<file path="src/rtl/rf_write_scheduler.sv">
// Purpose : serialises ALU and mul/div writebacks onto the single register-file write port.
// Latency : ext handshake -> Rd write next cycle, R0 write the cycle after; wb via FIFO -> write 2 cycles after handshake.
// Backpressure: wb_ready drops when the FIFO is full; ext_ready drops mid-pair or when a FIFO entry is owed a turn.
//
// Ports:
//   clk, reset (async, active-low)
//   wb_valid/wb_ready/wb_reg/wb_data          normal writeback requester (buffered in a DEPTH-entry FIFO)
//   ext_valid/ext_ready/ext_reg/ext_lo/ext_hi extended writeback (lo -> ext_reg, hi -> R0)
//   write_reg/write_data/r0/reg_write         registered register-file write controls
//   read_reg1/read_reg2/busy/hazard           decode-side pending-write mask and stall request
// Optional macro RF_SCHED_STATS_EN adds stall_cycles[15:0] and ext_conflicts[7:0] saturating counters.

module rf_write_scheduler #(
    parameter int DEPTH = 2
) (
    input  logic        clk,
    input  logic        reset,
    input  logic        wb_valid,
    output logic        wb_ready,
    input  logic [3:0]  wb_reg,
    input  logic [15:0] wb_data,
    input  logic        ext_valid,
    output logic        ext_ready,
    input  logic [3:0]  ext_reg,
    input  logic [15:0] ext_lo,
    input  logic [15:0] ext_hi,
    output logic [3:0]  write_reg,
    output logic [15:0] write_data,
    output logic [15:0] r0,
    output logic [1:0]  reg_write,
    input  logic [3:0]  read_reg1,
    input  logic [3:0]  read_reg2,
    output logic [15:0] busy,
    output logic        hazard
`ifdef RF_SCHED_STATS_EN
    ,
    output logic [15:0] stall_cycles,
    output logic [7:0]  ext_conflicts
`endif
);

    typedef enum logic [1:0] {
        IDLE  = 2'd0,
        WR_A  = 2'd1,
        WR_LO = 2'd2,
        WR_HI = 2'd3
    } state_t;

    localparam logic           GRANT_A   = 1'b0;
    localparam logic           GRANT_EXT = 1'b1;
    localparam logic [2:0]     DEPTH_W   = 3'(DEPTH);

    localparam logic [1:0]     RW_IDLE   = 2'b00;
    localparam logic [1:0]     RW_RD     = 2'b11;
    localparam logic [1:0]     RW_R0     = 2'b01;

    state_t      state_q, state_d;
    logic        last_grant_q, last_grant_d;
    logic [2:0]  count_q, count_d;
    // Slot 0 is always the FIFO head; popping shifts the remaining entries down.
    logic [3:0]  fifo_reg_q  [DEPTH];
    logic [3:0]  fifo_reg_d  [DEPTH];
    logic [15:0] fifo_data_q [DEPTH];
    logic [15:0] fifo_data_d [DEPTH];
    logic [3:0]  write_reg_q, write_reg_d;
    logic [15:0] write_data_q, write_data_d;
    logic [15:0] r0_q, r0_d;
    logic [1:0]  reg_write_q, reg_write_d;
    logic [15:0] ext_hi_q, ext_hi_d;

    logic        push;
    logic        pop;
    logic        ext_fire;
    logic        fifo_empty;
    logic [2:0]  wr_idx;
    logic [15:0] busy_c;

    assign fifo_empty = (count_q == 3'd0);
    // Full blocks a push even when the head pops this same cycle.
    assign wb_ready   = (count_q < DEPTH_W);
    // Ext may only win when no FIFO entry is owed its round-robin turn.
    assign ext_ready  = (state_q != WR_LO) && (fifo_empty || (last_grant_q == GRANT_A));
    assign push       = wb_valid && wb_ready;
    assign ext_fire   = ext_valid && ext_ready;

    always_comb begin
        state_d      = state_q;
        last_grant_d = last_grant_q;
        write_reg_d  = write_reg_q;
        write_data_d = write_data_q;
        r0_d         = r0_q;
        reg_write_d  = reg_write_q;
        ext_hi_d     = ext_hi_q;
        fifo_reg_d   = fifo_reg_q;
        fifo_data_d  = fifo_data_q;
        pop          = 1'b0;

        case (state_q)
            WR_LO: begin
                // The second half of an ext pair is never preempted.
                state_d     = WR_HI;
                reg_write_d = RW_R0;
                r0_d        = ext_hi_q;
            end
            default: begin
                if (ext_fire) begin
                    state_d      = WR_LO;
                    last_grant_d = GRANT_EXT;
                    reg_write_d  = RW_RD;
                    write_reg_d  = ext_reg;
                    write_data_d = ext_lo;
                    ext_hi_d     = ext_hi;
                end else if (!fifo_empty) begin
                    pop          = 1'b1;
                    state_d      = WR_A;
                    last_grant_d = GRANT_A;
                    reg_write_d  = RW_RD;
                    write_reg_d  = fifo_reg_q[0];
                    write_data_d = fifo_data_q[0];
                end else begin
                    state_d     = IDLE;
                    reg_write_d = RW_IDLE;
                end
            end
        endcase

        if (pop) begin
            for (int i = 0; i < DEPTH - 1; i++) begin
                fifo_reg_d[i]  = fifo_reg_q[i+1];
                fifo_data_d[i] = fifo_data_q[i+1];
            end
        end

        // A new entry lands just behind the surviving entries.
        wr_idx = count_q - {2'b00, pop};
        if (push) begin
            for (int i = 0; i < DEPTH; i++) begin
                if (wr_idx == 3'(i)) begin
                    fifo_reg_d[i]  = wb_reg;
                    fifo_data_d[i] = wb_data;
                end
            end
        end

        count_d = count_q + {2'b00, push} - {2'b00, pop};
    end

    // Pending-write mask. During WR_LO/WR_HI write_reg_q still holds the
    // captured ext destination, so it stands in for the captured ext_reg.
    always_comb begin
        busy_c = '0;
        for (int i = 0; i < DEPTH; i++) begin
            if (3'(i) < count_q) begin
                busy_c[fifo_reg_q[i]] = 1'b1;
            end
        end
        case (state_q)
            WR_A: begin
                busy_c[write_reg_q] = 1'b1;
            end
            WR_LO, WR_HI: begin
                busy_c[write_reg_q] = 1'b1;
                busy_c[0]           = 1'b1;
            end
            default: begin
            end
        endcase
    end

    assign busy       = busy_c;
    // The register file cannot serve reads while its port is writing.
    assign hazard     = busy_c[read_reg1] | busy_c[read_reg2] | (reg_write_q != RW_IDLE);
    assign write_reg  = write_reg_q;
    assign write_data = write_data_q;
    assign r0         = r0_q;
    assign reg_write  = reg_write_q;

    always_ff @(posedge clk or negedge reset) begin
        if (!reset) begin
            state_q      <= IDLE;
            last_grant_q <= GRANT_A;
            count_q      <= 3'd0;
            write_reg_q  <= 4'd0;
            write_data_q <= 16'd0;
            r0_q         <= 16'd0;
            reg_write_q  <= RW_IDLE;
            ext_hi_q     <= 16'd0;
            for (int i = 0; i < DEPTH; i++) begin
                fifo_reg_q[i]  <= 4'd0;
                fifo_data_q[i] <= 16'd0;
            end
        end else begin
            state_q      <= state_d;
            last_grant_q <= last_grant_d;
            count_q      <= count_d;
            write_reg_q  <= write_reg_d;
            write_data_q <= write_data_d;
            r0_q         <= r0_d;
            reg_write_q  <= reg_write_d;
            ext_hi_q     <= ext_hi_d;
            fifo_reg_q   <= fifo_reg_d;
            fifo_data_q  <= fifo_data_d;
        end
    end

`ifdef RF_SCHED_STATS_EN
    logic [15:0] stall_cycles_q, stall_cycles_d;
    logic [7:0]  ext_conflicts_q, ext_conflicts_d;

    always_comb begin
        stall_cycles_d  = stall_cycles_q;
        ext_conflicts_d = ext_conflicts_q;
        if (hazard && (stall_cycles_q != 16'hFFFF)) begin
            stall_cycles_d = stall_cycles_q + 16'd1;
        end
        if (ext_valid && !ext_ready && (ext_conflicts_q != 8'hFF)) begin
            ext_conflicts_d = ext_conflicts_q + 8'd1;
        end
    end

    always_ff @(posedge clk or negedge reset) begin
        if (!reset) begin
            stall_cycles_q  <= 16'd0;
            ext_conflicts_q <= 8'd0;
        end else begin
            stall_cycles_q  <= stall_cycles_d;
            ext_conflicts_q <= ext_conflicts_d;
        end
    end

    assign stall_cycles  = stall_cycles_q;
    assign ext_conflicts = ext_conflicts_q;
`endif

endmodule

</file>
<file path="config.mk">
export PLATFORM = sky130hd
export DESIGN_NAME = rf_write_scheduler
export DESIGN_NICKNAME = d
export VERILOG_FILES = /design/src/rtl/rf_write_scheduler.sv
export SDC_FILE = /design/constraint.sdc
export NUM_CORES = 1
export LEC_CHECK = 0
export CELL_PAD_IN_SITES_DETAIL_PLACEMENT = 0
export CELL_PAD_IN_SITES_GLOBAL_PLACEMENT = 2
export CORE_MARGIN = 2
export CORE_UTILIZATION = 31
export DETAILED_ROUTE_END_ITERATION = 6
export PLACE_DENSITY = 0.88
export SETUP_SLACK_MARGIN = 0.05
export SYNTH_ARGS = -nofsm -noshare
export SYNTH_HDL_FRONTEND = slang
export SYNTH_SLANG_ARGS = --single-unit
export TNS_END_PERCENT = 20
</file>
<file path="constraint.sdc">
create_clock -name clk -period 3.8 [get_ports clk]
set_input_delay 0.38 -clock clk [delete_from_list [all_inputs] [get_ports clk]]
set_output_delay 0.38 -clock clk [all_outputs]
set_load 0.01 [all_outputs]
</file>
Word level (Yosys, flattened, before mapping):

Cells that the tools add are included.

* register bits: 100
* bits in latches: 0
* memory bits (writable): 0
* bits in read-only memories: 0
* output and inout port bits: 57
* logic and storage cells: 88
* memories: 0

* $add $sub $neg: 3
* multiply operators: 0
* div/mod/pow operators: 0
* order comparisons: 11
* equal/unequal tests: 6
* shift operators: 0
* mux-type cells: 36
* bitwise gates (word level): 6
* reductions and logical operators: 14

Operators by type and width (number)
* $mux W16: 7
* $mux W32: 1
* $or A16 B16 Y16: 2
* $pmux W16 S2: 1
* $lt A4 B5 Y1 const B: 5
* $mux W4: 5
* $demux W1 S4: 3
* $ge A4 B1 Y1 const B: 3
* $mux W1: 11
* $mux W2: 5
* $bmux W1 S4: 2
* $mux W8: 1
* $logic_and A1 B1 Y1: 6
* $logic_not A3 Y1: 2
* $lt A1 B3 Y1 const A: 2
* $reduce_and A2 Y1: 3
* $sub A3 B1 Y3: 2
* $eq A2 B2 Y1 const B: 2
* $ne A2 B2 Y1 const B: 2
* $add A3 B1 Y3: 1
* $eq A3 B1 Y1 const B: 1
* $lt A3 B2 Y1 const B: 1
* $eq A2 B1 Y1 const B: 1
* $not A1 Y1: 2
* other kinds (4): 5

Depth between registers and ports, before layout:

Gate-level depths: netlist of the first run.

* depth in word-level cells: 13
* gate-level depth with buffers: 13
* mapped depth without buffers: 11

Worst setup path before layout of the first run:

Ideal clock, no wire load.

* kind: reg-to-reg
* start point: register count_q[1]
* end point: register fifo_data_q[0] in the netlist's numbering
* library setup time: 125 ps
* arrival: 2671 ps
* data required time: 3675 ps
* slack: 1004 ps
* cell stages (with the launch flop): 13
* period minus slack after synthesis: 2796 ps
* cell sequence: dfrtp_1 -> inv_1 -> nand3_1 -> a21oi_2 -> a211oi_2 -> buf_4 -> ha_1 -> ha_1 -> xnor2_1 -> nand4_1 -> nor2_1 -> clkbuf_1 -> mux2_2

* longest elaborated chain between the ends: 9
* elaborated cells on any way between the ends: 12

RTL lines
* start, declared: line 59 `logic [2:0] count_q, count_d;`
* start signal, assigned: line 195 `count_q <= count_d;`
* $logic_not A3 Y1: line 78 `assign fifo_empty = (count_q == 3'd0);`
* $logic_or A1 B1 Y1: line 82 `assign ext_ready = (state_q != WR_LO) && (fifo_empty || (last_grant_q == GRANT_A));`
* $logic_and A1 B1 Y1: line 82
* via ext_ready: line 23 `output logic ext_ready,`
* $logic_and A1 B1 Y1: line 84 `assign ext_fire = ext_valid && ext_ready;`
* $mux W1: line 106 `if (ext_fire) begin`
* $mux W1: line 98 `case (state_q)`
* $sub A3 B1 Y3: line 135 `wr_idx = count_q - {2'b00, pop};`
* $eq A3 B1 Y1: line 138 `if (wr_idx == 3'(i)) begin`
* $reduce_and A2 Y1 (no source line)
* end signal, assigned: line 202 `fifo_data_q <= fifo_data_d;`
* end, declared: line 63 `logic [15:0] fifo_data_q [DEPTH];`

The timed path passes the listed nets, and every way through them passes these cells.
A chain may end at the register's enable or synchronous reset.

Worst setup path in the final report of the first run:

* start point: register count_q[1]
* end point: output port hazard

* longest elaborated chain between the ends: 10
* elaborated cells on any way between the ends: 13

RTL lines
* $lt A1 B3 Y1: line 153 `if (3'(i) < count_q) begin`
* $mux W16: line 153
* $or A16 B16 Y16 (no source line)
* $mux W16 (*): line 153
* $or A16 B16 Y16 (no source line)
* $pmux W16 S2 (*): line 157 `case (state_q)`
* $bmux W1 S4: line 172 `assign hazard = busy_c[read_reg1] | busy_c[read_reg2] | (reg_write_q != RW_IDLE);`
* $mux W1 (implied by the code): line 172
* $or A1 B1 Y1 (*) (2 in series): line 172
* end, declared: line 34 `output logic hazard`

Mark *: on every way between the ends. The rest lies on a longest branch, timed or not. The select of a mux whose other input is x is not followed.

==> flow_summary.ini, run 1 <==
[critical_path]
path_max_fanout = 11
criticalPathCategory = reg2out
start_kind = register
regToRegSetupSlack_ps = 980
crit_path_end_kind = output pin
r2r_start = count_q[1]
reg2reg_depth = 11
worstPathArrival_ps = 3040
worstReg2RegEnd = fifo_data_q[3]
crit_required_ps = 3420

[finish]
regMostFlops = fifo_data_q
drive_above_1_share_pct = 16.7
largest_register_ffs = 32
mostFrequentLayoutCell = clkdlybuf4s50_1
syn2layout_area_growth_pct = 33.3
most-common-layout-cells = clkdlybuf4s50_1 (123), dfrtp_1 (100), mux2_2 (53), nor2_1 (41), mux2i_1 (40)
nFillCells = 1565
finish.instance_area_um2 = 6810
fin_util_pct = 42.6
n_antenna_cell = 0
fin_nets = 664

[timing]
max_freq_mhz = 293
setup_slack_ps = 384
setup-tns-final_ps = 0
finalHoldWorstSlack_ps = 189
worstMarginPinSlew_ps = 994
slew_viol_final = 0
setup_viol = 0
clock_skew_ps = 9.45
rsz0062_at_grt = false
finalCritPeriodShare_pct = 89.9
fin_crit_ps = 3420
relSlewSlack_pct = 33.7
hold_violations = 0

[cts]
clkSinkCount = 100
cts_tree = done
cts_buffers = 9
cts.clk_slew.worst_paths_ps = 70
cts_buffer_depth = 2
clkLatencyLatePin_ps = 350
ctsHoldBuffers = 0
htree_num_levels = 3
cts-root-buf = clkbuf_16

[route]
wirelength_mm = 13.9
firstDrtPassIters = 4
wire_per_inst_um = 17.2
routed_via_density = 4.98
drt_iter0_markers = 200
vias = 4031
drtAntennaViolNets = 0
drc = 0

[placed_design]
place_area_um2 = 6550
pre_cts_ws_ps = 644
io_buffers = 124
place.gp.congestion = 0.805
dp_hpwl_mm = 10.3

[floorplanning]
dieArea_um2 = 17500
rows = 46
start_util_pct = 31.9
core-area_um2 = 16000
die_y_um = 132
fp.dieW_um = 132
ios = 125

[synthesis]
synth_edf_count = 0
syn_nets = 546
syn_inst = 472
ys_dominant_reg_cell = dfrtp_1
synth_cell_types = 62
seq_area_frac_synth_pct = 49.0
avgSynthCellArea_um2 = 10.8
synth_area_um2 = 5110
synthArstFlopShare_pct = 100
synth_warnings = 0
yosys_register_bits = 100

[run]
maxCapViolCount = 0

[global_routing]
grt_pass1_wl_mm = 22.7
overflow = 0
grt_max_degree = 80
grt_antenna_before_repair = 0
grtUsageTotal_pct = 16.4
grt_pass1_vias = 4242

[status]
status = finished clean

[pwr]
ir_worst_vdd_mv = 0.408
p_leak_nw = 2.97
power_density_nw_per_um2 = 806

[hold_path]
hold_path_class = in2async
## metal layers
layer  share of wire (%)  track usage, %  vias up
met4                 1.4            5.26        0
met5                   0               0        -
met1                  44            20.6     1983
met2                  49            27.1      105
li1                    -               -     1928
met3                 6.5            4.81       15
## repair_timing
item | CTS | global route
setup endpoints to repair | 0 | 1
setup buffers | 0 | 0
resized for setup | 0 | 1
## power breakdown
group / internal (mW) / total, mW / switching [mW]
sequential: 1.57 / 1.92 / 0.347
clock: 0.438 / 0.820 / 0.382
combinational: 1.42 / 2.75 / 1.33
## cells by family (layout without fill, tap and decap cells)
kind of cell	Yosys count	after routing	share of synthesized area, %
AND/OR/NAND/NOR	138	138	13.3
flip-flops	100	100	49.0
AO/OA/AOI/OAI	94	94	12.3
multiplexers	93	93	19.5
buffers and inverters	39	161	3.92
adder cells (fa/ha/maj)	6	6	1.62
XOR/XNOR	2	2	0.343
## how the worst max path moves through the flow
stage               startpoint  cells after the start             end
finish              count_q[1]                      9          hazard
detailed placement  count_q[1]                      9          hazard
global route        count_q[1]                      9          hazard
floorplan           count_q[1]                     12  fifo_data_q[0]
CTS                 count_q[1]                      9          hazard
global placement    count_q[1]                      9          hazard
## per-stage QoR
stage / power, mW / instances
after CTS: 5.56 / 810
after floorplan: 3.57 / 472
after global placement: 4.63 / 795
final: 5.49 / 810
after global routing: 5.90 / 810
after detailed placement: 4.71 / 795
## synth_stat cells (all sizes together), types with 4 or more instances
cell    count  share of area [%]
nor3       10               0.98
mux2i      40                7.8
or2         6               0.73
a21o        4               0.64
a21oi      27                2.7
clkbuf     14                1.4
nor2       46                3.6
nor2b       4               0.49
dfrtp     100                 49
o32ai       6                1.0
inv        15                1.1
a211oi      4               0.69
mux2       53                 12
o21ai      22                2.2
o22ai       6               0.73
ha          5                1.2
nand2      38                2.8
nand2b      9                1.1
nor3b       5               0.73
buf        10                1.4
## cell type report
type | instances | area (um2) | share of cell area [%]
clock buffers | 10 | 229 | 3.36
clock inverters | 5 | 28.8 | 0.422
inverters | 15 | 56.3 | 0.826
multi-input cells | 333 | 2440 | 35.8
flip-flops and latches | 100 | 2500 | 36.7
well taps | 216 | 270 | 3.97
repair buffers | 131 | 1290 | 18.9
## worst max-delay path, stage by stage (launching register included)
cell and delay [ps]:
dfrtp_1 380, inv_1 150, ha_1 300, and2b_4 300, nor3_1 100, or3_1 410
mux2_2 270, a21oi_1 160, nand4_1 120, clkdlybuf4s50_1 500
(Power assumes the default switching activity.)
==> inputs of run 2 (changes only) <==
- RECOVER_POWER: default -> 50
- SLEW_MARGIN: default -> 10
==> run 2 against run 1 <==
The flow now finishes with violations (capacitance limit, slew limit). Fmax decreased by 0.21%. Clock skew about the same. Largest power group unchanged. Sequential cell count unchanged. Critical path type unchanged. Hold slack improved by 310 ps. Utilization about the same. Via count about the same.
==> flow_summary.ini, run 2 (same netlist as run 1, synthesis figures left out) <==
[finish]
largest_register_ffs = 32
most-common-layout-cells = clkdlybuf4s50_1 (112), dfrtp_1 (100), mux2_2 (53), nor2_1 (41), mux2i_1 (40)
nFillCells = 1564
fin_nets = 664
syn2layout_area_growth_pct = 33.2
mostFrequentLayoutCell = clkdlybuf4s50_1
finish.instance_area_um2 = 6810
regMostFlops = fifo_data_q
final_cells = 810
drive_above_1_share_pct = 16.5
n_antenna_cell = 0

[global_routing]
grt_max_degree = 80
overflow = 0
grt_antenna_before_repair = 0
grt_pass1_wl_mm = 22.7
grt_pass1_vias = 4242
grtUsageTotal_pct = 16.4

[placed_design]
place.gp.congestion = 0.805
placedCellCount = 795
place_area_um2 = 6550
dp_hpwl_mm = 10.3
io_buffers = 124

[critical_path]
path_max_fanout = 11
r2r_start = count_q[1]
regToRegSetupSlack_ps = 980
crit_slowest_cell = clkdlybuf4s50_1
crit_chain = inv_1 -> ha_1 -> and2b_4 -> nor3_1 -> or3_1 -> mux2_2 -> a21oi_1 -> nand4_1 -> clkdlybuf4s50_1
cp_num_buf_inv = 2
start_kind = register
crit_path_end_kind = output pin
criticalPathCategory = reg2out
worstReg2RegEnd = fifo_data_q[3]
reg2reg_depth = 11
critical_path.top_delay_family = simple AND/OR/NAND/NOR gates
worstPathArrival_ps = 3040
crit_required_ps = 3420
slowest_delay_ps = 500

[timing]
fin_crit_ps = 3420
setup-tns-final_ps = 0
hold_violations = 0
clock_skew_ps = 9.29
relSlewSlack_pct = -29.8
worstMarginPinSlew_ps = 1950
slew_viol_final = 80
rsz0062_at_grt = false
setup_viol = 0
finalCritPeriodShare_pct = 90.1
max_freq_mhz = 292

[cts]
cts_buffer_depth = 2
cts-root-buf = clkbuf_16
clkSinkCount = 100
cts_buffers = 9
ctsHoldBuffers = 0
cts_tree = done
cts.clk_slew.worst_paths_ps = 60
clkLatencyLatePin_ps = 350
cts_resized = 0
cts_setup_buffers = 0
htree_num_levels = 3

[pwr]
p_leak_nw = 2.97
power_density_nw_per_um2 = 803
ir_worst_vdd_mv = 0.407

[hold_path]
min_from = r0[0]
hold_path_class = reg2reg
min_path_cells = 1
min_to = r0[0]

[floorplanning]
rows = 46
die_y_um = 132
fp.dieW_um = 132
ios = 125
start_util_pct = 31.9
dieArea_um2 = 17500
core-area_um2 = 16000

[route]
routed-wl-met3_um = 859
wirelength_mm = 14.0
topRoutingLayerUsed = met4
vias = 4032
drc = 0
wl_met1_mm = 6.14
routed_via_density = 4.98
drt_iter0_markers = 181
drtAntennaViolNets = 0
wire_per_inst_um = 17.2
wl_met2_mm = 6.76
firstDrtPassIters = 4

[status]
violations = capacitance limit, slew limit
status = complete, but fails checks

[run]
maxCapViolCount = 1
## run 2: cell count changes in the layout (fill, tap and decap cells not counted), sizes merged
cell / change
clkbuf: +2
clkdlybuf4s50: -11
dlygate4sd3: +11
buf: -2
## run 2: worst max-delay path by stage
stage                from             end  slack (ps)  depth (start not counted)
6_report       count_q[1]          hazard         380                          9
5_1_grt        count_q[1]          hazard         200                          9
4_1_cts        count_q[1]          hazard         270                          9
3_5_place_dp   count_q[1]          hazard         640                          9
3_3_place_gp   count_q[1]          hazard         780                          9
2_1_floorplan  count_q[1]  fifo_data_q[0]        1000                         12
## run 2: layout make-up
cell class	count	area, um2	area share [%]
timing repair buffer	131	1280	18.9
tap	216	270	3.97
multi-input combinational	333	2440	35.8
clock buffer	10	229	3.36
sequential	100	2500	36.8
inverter	15	56.3	0.827
clock inverter	5	28.8	0.423
## run 2: per-stage QoR
stage | utilization (%) | power (mW) | hold WS (ps) | setup slack [ps]
3_5_place_dp | 40.9 | 4.71 | 492 | 644
6_report | 42.5 | 5.47 | 502 | 377
3_3_place_gp | 40.9 | 4.63 | 481 | 779
2_1_floorplan | - | 3.57 | 84.4 | 1000
4_1_cts | 42.5 | 5.56 | 238 | 268
5_1_grt | 42.5 | 5.87 | 514 | 198
## run 2: worst register-to-register path: stages, from the launching register on
cell and delay [ps]:
dfrtp_1 380, inv_1 150, nand3_1 200, a21oi_2 320
a211oi_4 110, ha_1 220, ha_1 190, xnor2_1 160
nand4_1 180, nor2_2 120, buf_4 300, mux2_2 390
## run 2: power by group
group / internal, mW / switching, mW / total, mW
Sequential: 1.57 / 0.344 / 1.92
Combinational: 1.40 / 1.34 / 2.73
Clock: 0.438 / 0.382 / 0.820
## run 2: per-layer routing
layer | track usage [%] | vias to the layer above
li1 | - | 1924
met5 | 0 | -
met2 | 27.1 | 101
met1 | 20.6 | 1992
met4 | 5.26 | 0
met3 | 4.81 | 15
==> inputs of run 3 (changes only) <==
- CORE_ASPECT_RATIO: default -> 1.5
- REMOVE_ABC_BUFFERS: default -> 1
==> run 3 against run 2 <==
The run still ends with capacitance limit, slew limit left. Count of clock-buffer cells in the layout is the same. Clock skew grew 4.7 ps. Non-clock buffer count grew 1. Register-to-register slack lost 110 ps. Clock power grew 15%. Critical path depth is the same. Combinational power grew 2%. Sequential cell count is the same.
==> flow_summary.ini, run 3 (same netlist as run 1, synthesis figures left out) <==
[finish]
largest_register_ffs = 32
fin_nets = 665
syn2layout_area_growth_pct = 34.2
most-common-layout-cells = clkdlybuf4s50_1 (112), dfrtp_1 (100), mux2_2 (53), nor2_1 (41), mux2i_1 (40)
mostFrequentLayoutCell = clkdlybuf4s50_1
regMostFlops = fifo_data_q
drive_above_1_share_pct = 16.9
n_antenna_cell = 0

[timing]
rsz0062_at_grt = false
finalHoldWorstSlack_ps = 501
relSlewSlack_pct = -36.3
slew_viol_final = 84
fin_crit_ps = 3570
hold_violations = 0
setup_slack_ps = 232
worstMarginPinSlew_ps = 2040
finalCritPeriodShare_pct = 93.9
max_freq_mhz = 280
clock_skew_ps = 14.0
setup_viol = 0

[route]
firstDrtPassIters = 4
drc = 0
drtAntennaViolNets = 0
routed_via_density = 5.06
wire_per_inst_um = 18.1
vias = 4059
drt_iter0_markers = 157
wirelength_mm = 14.5

[cts]
clkSinkCount = 100
cts_resized = 0
ctsHoldBuffers = 0
cts.clk_slew.worst_paths_ps = 80
clkLatencyLatePin_ps = 340
htree_num_levels = 3
cts_setup_buffers = 0
cts-root-buf = clkbuf_16
cts_buffers = 9
cts_buffer_depth = 2
cts_tree = done

[global_routing]
grt_max_degree = 84
grt_pass1_vias = 4390
grt_pass1_wl_mm = 23.2
grtUsageTotal_pct = 17.3
grt_antenna_before_repair = 0
overflow = 0

[critical_path]
r2r_start = count_q[1]
crit_chain = inv_1 -> ha_1 -> or3b_2 -> nor2_1 -> nor4_1 -> a211oi_1 -> a2111oi_2 -> nand4_1 -> clkdlybuf4s50_1
crit_required_ps = 3420
reg2reg_depth = 12
slowest_delay_ps = 560
endpoint = hazard
worstPathArrival_ps = 3190
worstReg2RegEnd = fifo_data_q[24]
critical_path.top_delay_family = simple AND/OR/NAND/NOR gates
start_kind = register
path_depth = 9
criticalPathCategory = reg2out
regToRegSetupSlack_ps = 870
crit_path_start = count_q[1]
cp_num_buf_inv = 2
crit_path_end_kind = output pin
path_max_fanout = 8
crit_slowest_cell = or3b_2

[placed_design]
pre_cts_ws_ps = 630
dp_hpwl_mm = 11.1
io_buffers = 124
place.gp.congestion = 0.902

[run]
maxCapViolCount = 1

[floorplanning]
ios = 125
start_util_pct = 31.6
core-area_um2 = 16200
rows = 57
dieArea_um2 = 17500
fp.dieW_um = 109
die_y_um = 161

[pwr]
power_density_nw_per_um2 = 822
finalPower_mw = 5.63
ir_worst_vdd_mv = 0.354
p_leak_nw = 3.00

[status]
status = complete, but fails checks
violations = capacitance limit, slew limit

[hold_path]
hold_path_class = reg2reg
==> run 3: metrics by stage <==
step                      cells  setup TNS [ps]  util (%)  cell area (um2)
after CTS                   802               0      42.4             6860
after floorplan             448          -38080         -             4970
final                       802               0      42.4             6860
after global placement      786               0      40.5             6550
after detailed placement    786               0      40.5             6550
after global routing        802               0      42.4             6860
==> run 3: how the worst min path moves through the flow <==
stage	slack (ps)	startpoint	cells after the start	end
final	500	ext_hi_q[13]	1	r0[13]
after global routing	520	ext_hi_q[13]	1	r0[13]
after CTS	270	reset	1	r0[1]
after detailed placement	490	ext_hi_q[11]	1	ext_hi_q[11]
after global placement	480	ext_hi_q[12]	1	r0[12]
after floorplan	80	reset	0	count_q[0]
==> run 3: worst reg2reg max path: cells and delay by family, from the launching register on <==
kind | cells | cell delay [ps]
and+or+nand+nor | 4 | 930
AOI/OAI and AO/OA | 3 | 500
xor gates and xnor gates | 1 | 180
buffers and inverters | 2 | 480
adders and majority gates | 2 | 380
DFF | 1 | 380
==> run 3: final cells by class <==
class	count	area, um2
Tap cell	206	258
Inverter	15	56.3
Clock inverter	6	68.8
Timing Repair Buffer	132	1290
Multi-Input combinational cell	333	2440
Clock buffer	10	239
Fill cell	1573	9330
Sequential cell	100	2500
==> run 3: metal layers <==
layer  GRT usage [%]  wire length [um]  up-vias
met1            18.3              5440     1996
met5               0                 0        -
met4            8.22               582        0
met2            32.4              8050      109
li1                -                 -     1924
met3            2.74               453       30
==> run 3: power breakdown <==
group          internal (mW)  total (mW)  switching, mW
logic                   1.41        2.78           1.37
registers               1.57        1.91          0.344
clock network          0.535       0.945          0.410
total                   3.51        5.63           2.12
